--- src/rtl/multicycle_control_unit.sv ---
// Moore-style control FSM for the multicycle MIPS datapath: sequences fetch/decode/execute/
// memory/writeback and redirects fetch to the interrupt vector when a request is pending.
module multicycle_control_unit #(
    parameter int RESET_STATE_EXIT = 1
) (
    input  logic       clk,
    input  logic       reset,
    input  logic [5:0] op,
    input  logic [5:0] funct,
    input  logic       interruptRequest,
    output logic [1:0] aluControl,
    output logic [1:0] aluSrcA,
    output logic [1:0] aluSrcB,
    output logic [1:0] pcSource,
    output logic [1:0] regWrite,
    output logic [1:0] regDst,
    output logic [1:0] memToReg,
    output logic       isInterrupted,
    output logic       isBranch,
    output logic       pcWrite,
    output logic       lorD,
    output logic       memWrite,
    output logic       IrWrite,
    output logic       illegalOp,
    output logic [3:0] stateOut
);

    typedef enum logic [3:0] {
        IDLE     = 4'd0,
        FETCH    = 4'd1,
        INTFETCH = 4'd2,
        DECODE   = 4'd3,
        MEMADR   = 4'd4,
        MEMREAD  = 4'd5,
        MEMWB    = 4'd6,
        MEMWRITE = 4'd7,
        EXECUTE  = 4'd8,
        ALUWB    = 4'd9,
        BRANCH   = 4'd10,
        ADDIEXEC = 4'd11,
        ADDIWB   = 4'd12,
        JUMP     = 4'd13,
        JAL      = 4'd14
    } state_t;

    localparam int CNT_W = (RESET_STATE_EXIT > 1) ? $clog2(RESET_STATE_EXIT) : 1;
    localparam logic [CNT_W-1:0] CNT_LAST = CNT_W'(RESET_STATE_EXIT - 1);

    localparam logic [1:0] ALU_ADD = 2'b00;
    localparam logic [1:0] ALU_SUB = 2'b01;
    localparam logic [1:0] ALU_AND = 2'b10;
    localparam logic [1:0] ALU_OR  = 2'b11;

    state_t           state_q, state_d;
    logic             pending_q, pending_d;
    logic [CNT_W-1:0] cnt_q, cnt_d;
    state_t           fetch_sel;
    logic             funct_ok;

    always_ff @(posedge clk or posedge reset) begin
        if (reset) begin
            state_q   <= IDLE;
            pending_q <= 1'b0;
            cnt_q     <= '0;
        end else begin
            state_q   <= state_d;
            pending_q <= pending_d;
            cnt_q     <= cnt_d;
        end
    end

    assign funct_ok = (funct == 6'h20) || (funct == 6'h22) || (funct == 6'h24) || (funct == 6'h25);

    // Interrupts are only taken where the next state would be a fetch.
    always_comb begin
        state_d   = state_q;
        cnt_d     = cnt_q;
        pending_d = pending_q | interruptRequest;
        fetch_sel = pending_q ? INTFETCH : FETCH;
        case (state_q)
            IDLE: begin
                if (cnt_q == CNT_LAST) begin
                    state_d = fetch_sel;
                    cnt_d   = '0;
                end else begin
                    cnt_d = cnt_q + CNT_W'(1);
                end
            end
            FETCH:    state_d = DECODE;
            INTFETCH: begin
                state_d   = DECODE;
                pending_d = interruptRequest;
            end
            DECODE: begin
                case (op)
                    6'b000000:           state_d = EXECUTE;
                    6'b100011, 6'b101011: state_d = MEMADR;
                    6'b000100:           state_d = BRANCH;
                    6'b001000:           state_d = ADDIEXEC;
                    6'b000010:           state_d = JUMP;
                    6'b000011:           state_d = JAL;
                    default:             state_d = fetch_sel;
                endcase
            end
            MEMADR:   state_d = (op == 6'b100011) ? MEMREAD : MEMWRITE;
            MEMREAD:  state_d = MEMWB;
            EXECUTE:  state_d = funct_ok ? ALUWB : fetch_sel;
            ADDIEXEC: state_d = ADDIWB;
            MEMWB, MEMWRITE, ALUWB, BRANCH, ADDIWB, JUMP, JAL: state_d = fetch_sel;
            default:  state_d = IDLE;
        endcase
    end

    always_comb begin
        aluControl    = ALU_ADD;
        aluSrcA       = 2'b00;
        aluSrcB       = 2'b00;
        pcSource      = 2'b00;
        regWrite      = 2'b00;
        regDst        = 2'b00;
        memToReg      = 2'b00;
        isInterrupted = 1'b0;
        isBranch      = 1'b0;
        pcWrite       = 1'b0;
        lorD          = 1'b0;
        memWrite      = 1'b0;
        IrWrite       = 1'b0;
        illegalOp     = 1'b0;
        case (state_q)
            FETCH, INTFETCH: begin
                IrWrite = 1'b1;
                pcWrite = 1'b1;
                aluSrcB = 2'b01;
                if (state_q == INTFETCH) begin
                    // Old PC goes to $31 while IR/PC are loaded from the vector.
                    isInterrupted = 1'b1;
                    regWrite      = 2'b01;
                    regDst        = 2'b10;
                    memToReg      = 2'b10;
                end
            end
            DECODE: begin
                aluSrcB = 2'b11;
                case (op)
                    6'b000000, 6'b100011, 6'b101011, 6'b000100,
                    6'b001000, 6'b000010, 6'b000011: illegalOp = 1'b0;
                    default:                        illegalOp = 1'b1;
                endcase
            end
            MEMADR, ADDIEXEC: begin
                aluSrcA = 2'b01;
                aluSrcB = 2'b10;
            end
            MEMREAD: lorD = 1'b1;
            MEMWB: begin
                regWrite = 2'b01;
                memToReg = 2'b01;
            end
            MEMWRITE: begin
                lorD     = 1'b1;
                memWrite = 1'b1;
            end
            EXECUTE: begin
                aluSrcA = 2'b01;
                case (funct)
                    6'h22:   aluControl = ALU_SUB;
                    6'h24:   aluControl = ALU_AND;
                    6'h25:   aluControl = ALU_OR;
                    default: aluControl = ALU_ADD;
                endcase
                illegalOp = ~funct_ok;
            end
            ALUWB: begin
                regWrite = 2'b01;
                regDst   = 2'b01;
            end
            BRANCH: begin
                aluSrcA    = 2'b01;
                aluControl = ALU_SUB;
                isBranch   = 1'b1;
                pcSource   = 2'b01;
            end
            ADDIWB: regWrite = 2'b01;
            JUMP: begin
                pcWrite  = 1'b1;
                pcSource = 2'b10;
            end
            JAL: begin
                pcWrite  = 1'b1;
                pcSource = 2'b10;
                regWrite = 2'b01;
                regDst   = 2'b10;
                memToReg = 2'b10;
            end
            default: ;
        endcase
    end

    assign stateOut = state_q;

endmodule
--- config.mk ---
export PLATFORM = sky130hd
export DESIGN_NAME = multicycle_control_unit
export DESIGN_NICKNAME = d
export VERILOG_FILES = /design/src/rtl/multicycle_control_unit.sv
export SDC_FILE = /design/constraint.sdc
export NUM_CORES = 1
export LEC_CHECK = 0
export CORE_MARGIN = 4
export CORE_UTILIZATION = 42
export CTS_BUF_LIST = sky130_fd_sc_hd__clkbuf_4
export CTS_CLUSTER_SIZE = 12
export DETAILED_ROUTE_END_ITERATION = 12
export PLACE_DENSITY = 0.95
export SLEW_MARGIN = 20
export SYNTH_ARGS = -nofsm -noshare
export SYNTH_HDL_FRONTEND = slang
export SYNTH_SLANG_ARGS = --single-unit
--- constraint.sdc ---
create_clock -name clk -period 2.2 [get_ports clk]
set_input_delay 0.22 -clock clk [delete_from_list [all_inputs] [get_ports clk]]
set_output_delay 0.22 -clock clk [all_outputs]
set_load 0.05 [all_outputs]
# After elaboration in Yosys (flattened, before gate mapping)
# Index checks and enable logic that the tools add are counted.
# word_totals
register_bits,6
latch_bits,0
mem_bits_rw,0
romBits,0
memories,0
# op_classes
add_sub_neg,1
multipliers,0
n_div,0
n_lt_le_gt_ge,0
n_eq_ne,25
shifts,0
muxes,27
bitwise,2
n_reduce_logical,15
# op_table
op,n
equality test 6 bit (second input constant),6
one-hot mux 4 bit (8 select lines),1
equality test 4 bit (second input constant),7
one-hot mux 2 bit (3 select lines),4
one-hot mux 4 bit (6 select lines),1
equality test 4 x 3 -> 1 bit (second input constant),4
OR reduction 7 bit,2
equality test 6 x 2 -> 1 bit (second input constant),2
two-way mux 1 bit,12
OR reduction 4 bit,3
OR reduction 2 bit,5
equality test 4 x 2 -> 1 bit (second input constant),2
two-way mux 4 bit,2
one-hot mux 2 bit (2 select lines),2
equality test 6 x 3 -> 1 bit (second input constant),1
equality test 6 x 4 -> 1 bit (second input constant),1
logical NOT 6 bit,1
two-way mux 2 bit,3
equality test 4 x 1 -> 1 bit (second input constant),1
logical NOT 4 bit,1
one-hot mux 1 bit (2 select lines),2
logical OR 1 bit,3
!= test 2 bit (second input constant),1
adder 1 bit (second input constant),1
other kinds (2),2

# Logic depth before layout (Yosys ltp)
# logic_depth
ltp_word,6
ltp_mapped,7
ltp_nobuf,5

# Worst setup path after synthesis
# No wires, ideal clock.
# synth_path
path_type,reg2out
start,"register state_q[1], in the netlist stateOut[1]"
end,output aluControl[1]
arrival_time_ns,2.614
setup_slack_ns,-0.634
stages_incl_launch_ff,5
cell_sequence,dfrtp_1 -> buf_4 -> nor2_1 -> nand2_1 -> nor4bb_1
# synth_via
elab_chain_cells,2
elab_cells_between_ends,3
cone_classes,2 x eq/ne; 1 x mux
# synth_rtl
item,line_no,text
"start, declared",54,"state_t state_q, state_d;"
"start signal, assigned",66,state_q <= state_d;
equality test 4 bit,129,case (state_q)
one-hot mux 2 bit (2 select lines) (*),129,
"end, declared",11,"output logic [1:0] aluControl,"
# Every way passes the cells marked *; elsewhere a longest branch is shown, timed or not.

# Final worst setup path
# layout_path
start,"register state_q[3], in the netlist stateOut[3]"
end,output aluControl[1]
# Same word-level chain as after synthesis.

==> run_results.csv <==
group,metric,value,unit
clocking,hold_buffers,0,
critical_path,endpoint_kind,"output pin",
yosys,synth_seq_cells,5,
placed_design,gp_congestion,0.8371,
finish,diodes,0,
placed_design,io_buffers,37,
finish,multiInputGateArea,515.5,um2
grt,grt_remaining_overflow,0,
clocking,clockBufferDepth,2,
timing,finalSetupTns,0,ns
grt,grt.total_usage,15.99,%
timing,final_hold_viol_count,0,
route,vias,848,
die,pin_count,40,
yosys,synth_top_cell_by_area,"dfrtp_1",
yosys,ys_warn_count,0,
clocking,clkTransAtPathRegs,0.06,ns
critical_path,cp_max_fo,15,
finish,syn_to_final_growth,49.65,%
route,firstDrtPassIters,4,
placed_design,dp.cells,149,
timing,slew_headroom,66.86,%
yosys,ys_seq_area_share,17.36,%
yosys,synth_area_leaders,"dfrtp_1 (17%), nor2_1 (7.8%), buf_6 (6.3%), a21oi_1 (5.6%), o21ai_0 (5.6%)",
route,wirelength_met1,817,um
timing,max_clock_freq,483.5,MHz
timing,setup_violations,0,
clocking,cts_tree,"yes",
finish,finalNetCount,153,
route,wl,1972,um
finish,fillers,128,
grt,grt_pass1_wl,3153,um
die,initial_utilization,46.23,%
timing,finClkSkew,0.009664,ns
finish,drive_gt1_share,21.17,%
yosys,syn_area,720.7,um2
die,fp.dieArea,2443,um2
route,dr_wl_met3,132,um
critical_path,start_kind,"flop",
placed_design,hpwlAfterDp,1601,um
route,dr_wl_met2,993,um
timing,finalCritPeriodShare,94.00,%
yosys,synth_top_area_share,17.36,%
pwr,power_density,1481,nW/um2
clocking,cts_resized,0,
timing,hold_ws,0.1678,ns
finish,final_common_cell,"clkdlybuf4s50_1",
job,maxCapViolCount,0,
critical_path,cp_slowest_cell,"dfrtp_1",
yosys,async_reset_ff_share,100.0,%
grt,grt_max_degree,17,
timing,rsz0062_at_grt,"false",
route,viasPerCell,5.542,
clocking,clkLatencyLatePin,0.25,ns
yosys,synth_edf_count,0,
die,coreArea,1559,um2
clocking,htree_num_levels,1,
clocking,cts-root-buf,"clkbuf_4",
timing,worst_pin_slew,0.4956,ns
critical_path,critical_path_arrival,1.85,ns
grt,grt_pass1_vias,720,
yosys,synthCells,104,
grt,grt_antenna_before_repair,0,
pwr,power.total,0.001597,W
route,highest_layer,"met4",
critical_path,max_stage_delay,0.61,ns
route,antenna_left,0,
critical_path,crit_type,"flop to output pin",
worst_hold_path,hold_path.class,"primary input to async pin",
yosys,yosysUniqueCellTypes,38,
critical_path,crit_chain,"and2b_1, nand2_1, nor4bb_2, buf_12",
yosys,syn_avg_cell_area,6.930,um2
pwr,max-vdd-ir-drop,0.7659,mV
route,drtIter0Drc,15,
critical_path,worstPathRequired,1.98,ns
outcome,status,"completed",
yosys,synthFlopType,"dfrtp_1",
route,wl_per_cell,12.89,um
finish,final_cell_count_no_fill,153,
pwr,p_leak,0.4582,nW
route,drc,0,
clocking,cts.sinks,5,
clocking,cts_setup_buffers,0,
timing,fin_crit,2.068,ns
finish,layout_common_cells,"clkdlybuf4s50_1 (18), nor2_1 (15), buf_4 (15)",
die,placementRows,14,
timing,slew_violations,0,
finish,ff_latch_area,125.1,um2
clocking,numCtsBuffers,3,
die,chipHeight,49.43,um
die,die_w,49.43,um
synth_stat cells (2+ instances only):
cell	n
nor2_1	15
nand2_1	9
a21oi_1	8
o21ai_0	8
buf_4	5
dfrtp_1	5
o22ai_1	5
buf_6	4
inv_1	4
nand2b_1	4
a31oi_1	3
nand3_1	3
and2_1	2
mux2i_1	2
nor2b_1	2
nor3_1	2
or2_2	2
worst max-delay path: cells and delay by family (launching register included):
kind	cells	cell delay, ns
simple gates	3	0.82
flops	1	0.61
buf+inv	1	0.19
metrics by stage:
| step | util (%) | setup WS (ns) | area, um2 |
|---|---|---|---|
| floorplan | - | -0.1810 | 738.2 |
| global placement | 67.26 | 0.2948 | 1049 |
| detailed placement | 67.26 | 0.2422 | 1049 |
| CTS | 69.18 | 0.1281 | 1079 |
| global route | 69.18 | 0.01630 | 1079 |
| finish | 69.18 | 0.1319 | 1079 |
metal layers:
layer  vias to the layer above  track usage (%)
met2                        34            29.02
met3                         2            2.446
met1                       380            18.27
met5                         -                0
li1                        432                -
met4                         0            6.912
kinds of logic (layout without fill, tap and decap cells):
| logic type | count (synthesis) | count (layout) | synth area share, % |
|---|---|---|---|
| other | 1 | 2 | 0.5203 |
| AOI/OAI and AO/OA | 32 | 32 | 27.43 |
| xor gates and xnor gates | 2 | 2 | 2.431 |
| buffers and inverters | 13 | 45 | 13.54 |
| muxes | 2 | 2 | 2.778 |
| DFF | 5 | 5 | 17.36 |
| and+or+nand+nor | 49 | 49 | 35.94 |
where the power goes:
group          internal, W  switching (W)
logic             0.000438       0.000821
clock network    0.0000813      0.0000435
registers         0.000124      0.0000885
total             0.000644       0.000953
layout make-up:
class | count | area share [%]
multi-input combinational | 87 | 47.80
timing repair buffer | 37 | 34.57
sequential | 5 | 11.60
clock buffer | 4 | 2.784
tap | 16 | 1.856
inverter | 4 | 1.392
flip-flops by register name (all words and copies together) (netlist names):
register and flops:
stateOut 4, pending_q 1
final timing paths:
kind                                       start            end  slack, ns  cells after the start
worst min-delay path                       reset      pending_q       0.17                      2
worst max register to register       stateOut[1]    stateOut[1]       0.44                      5
max in group asynchronous                  reset    stateOut[2]       1.85                      2
worst min register to register         pending_q      pending_q       0.65                      2
worst max-delay path                 stateOut[3]  aluControl[1]       0.13                      4
min in group clk                interruptRequest      pending_q       0.53                      2
No activity file was read; power rests on OpenSTA's default activity.
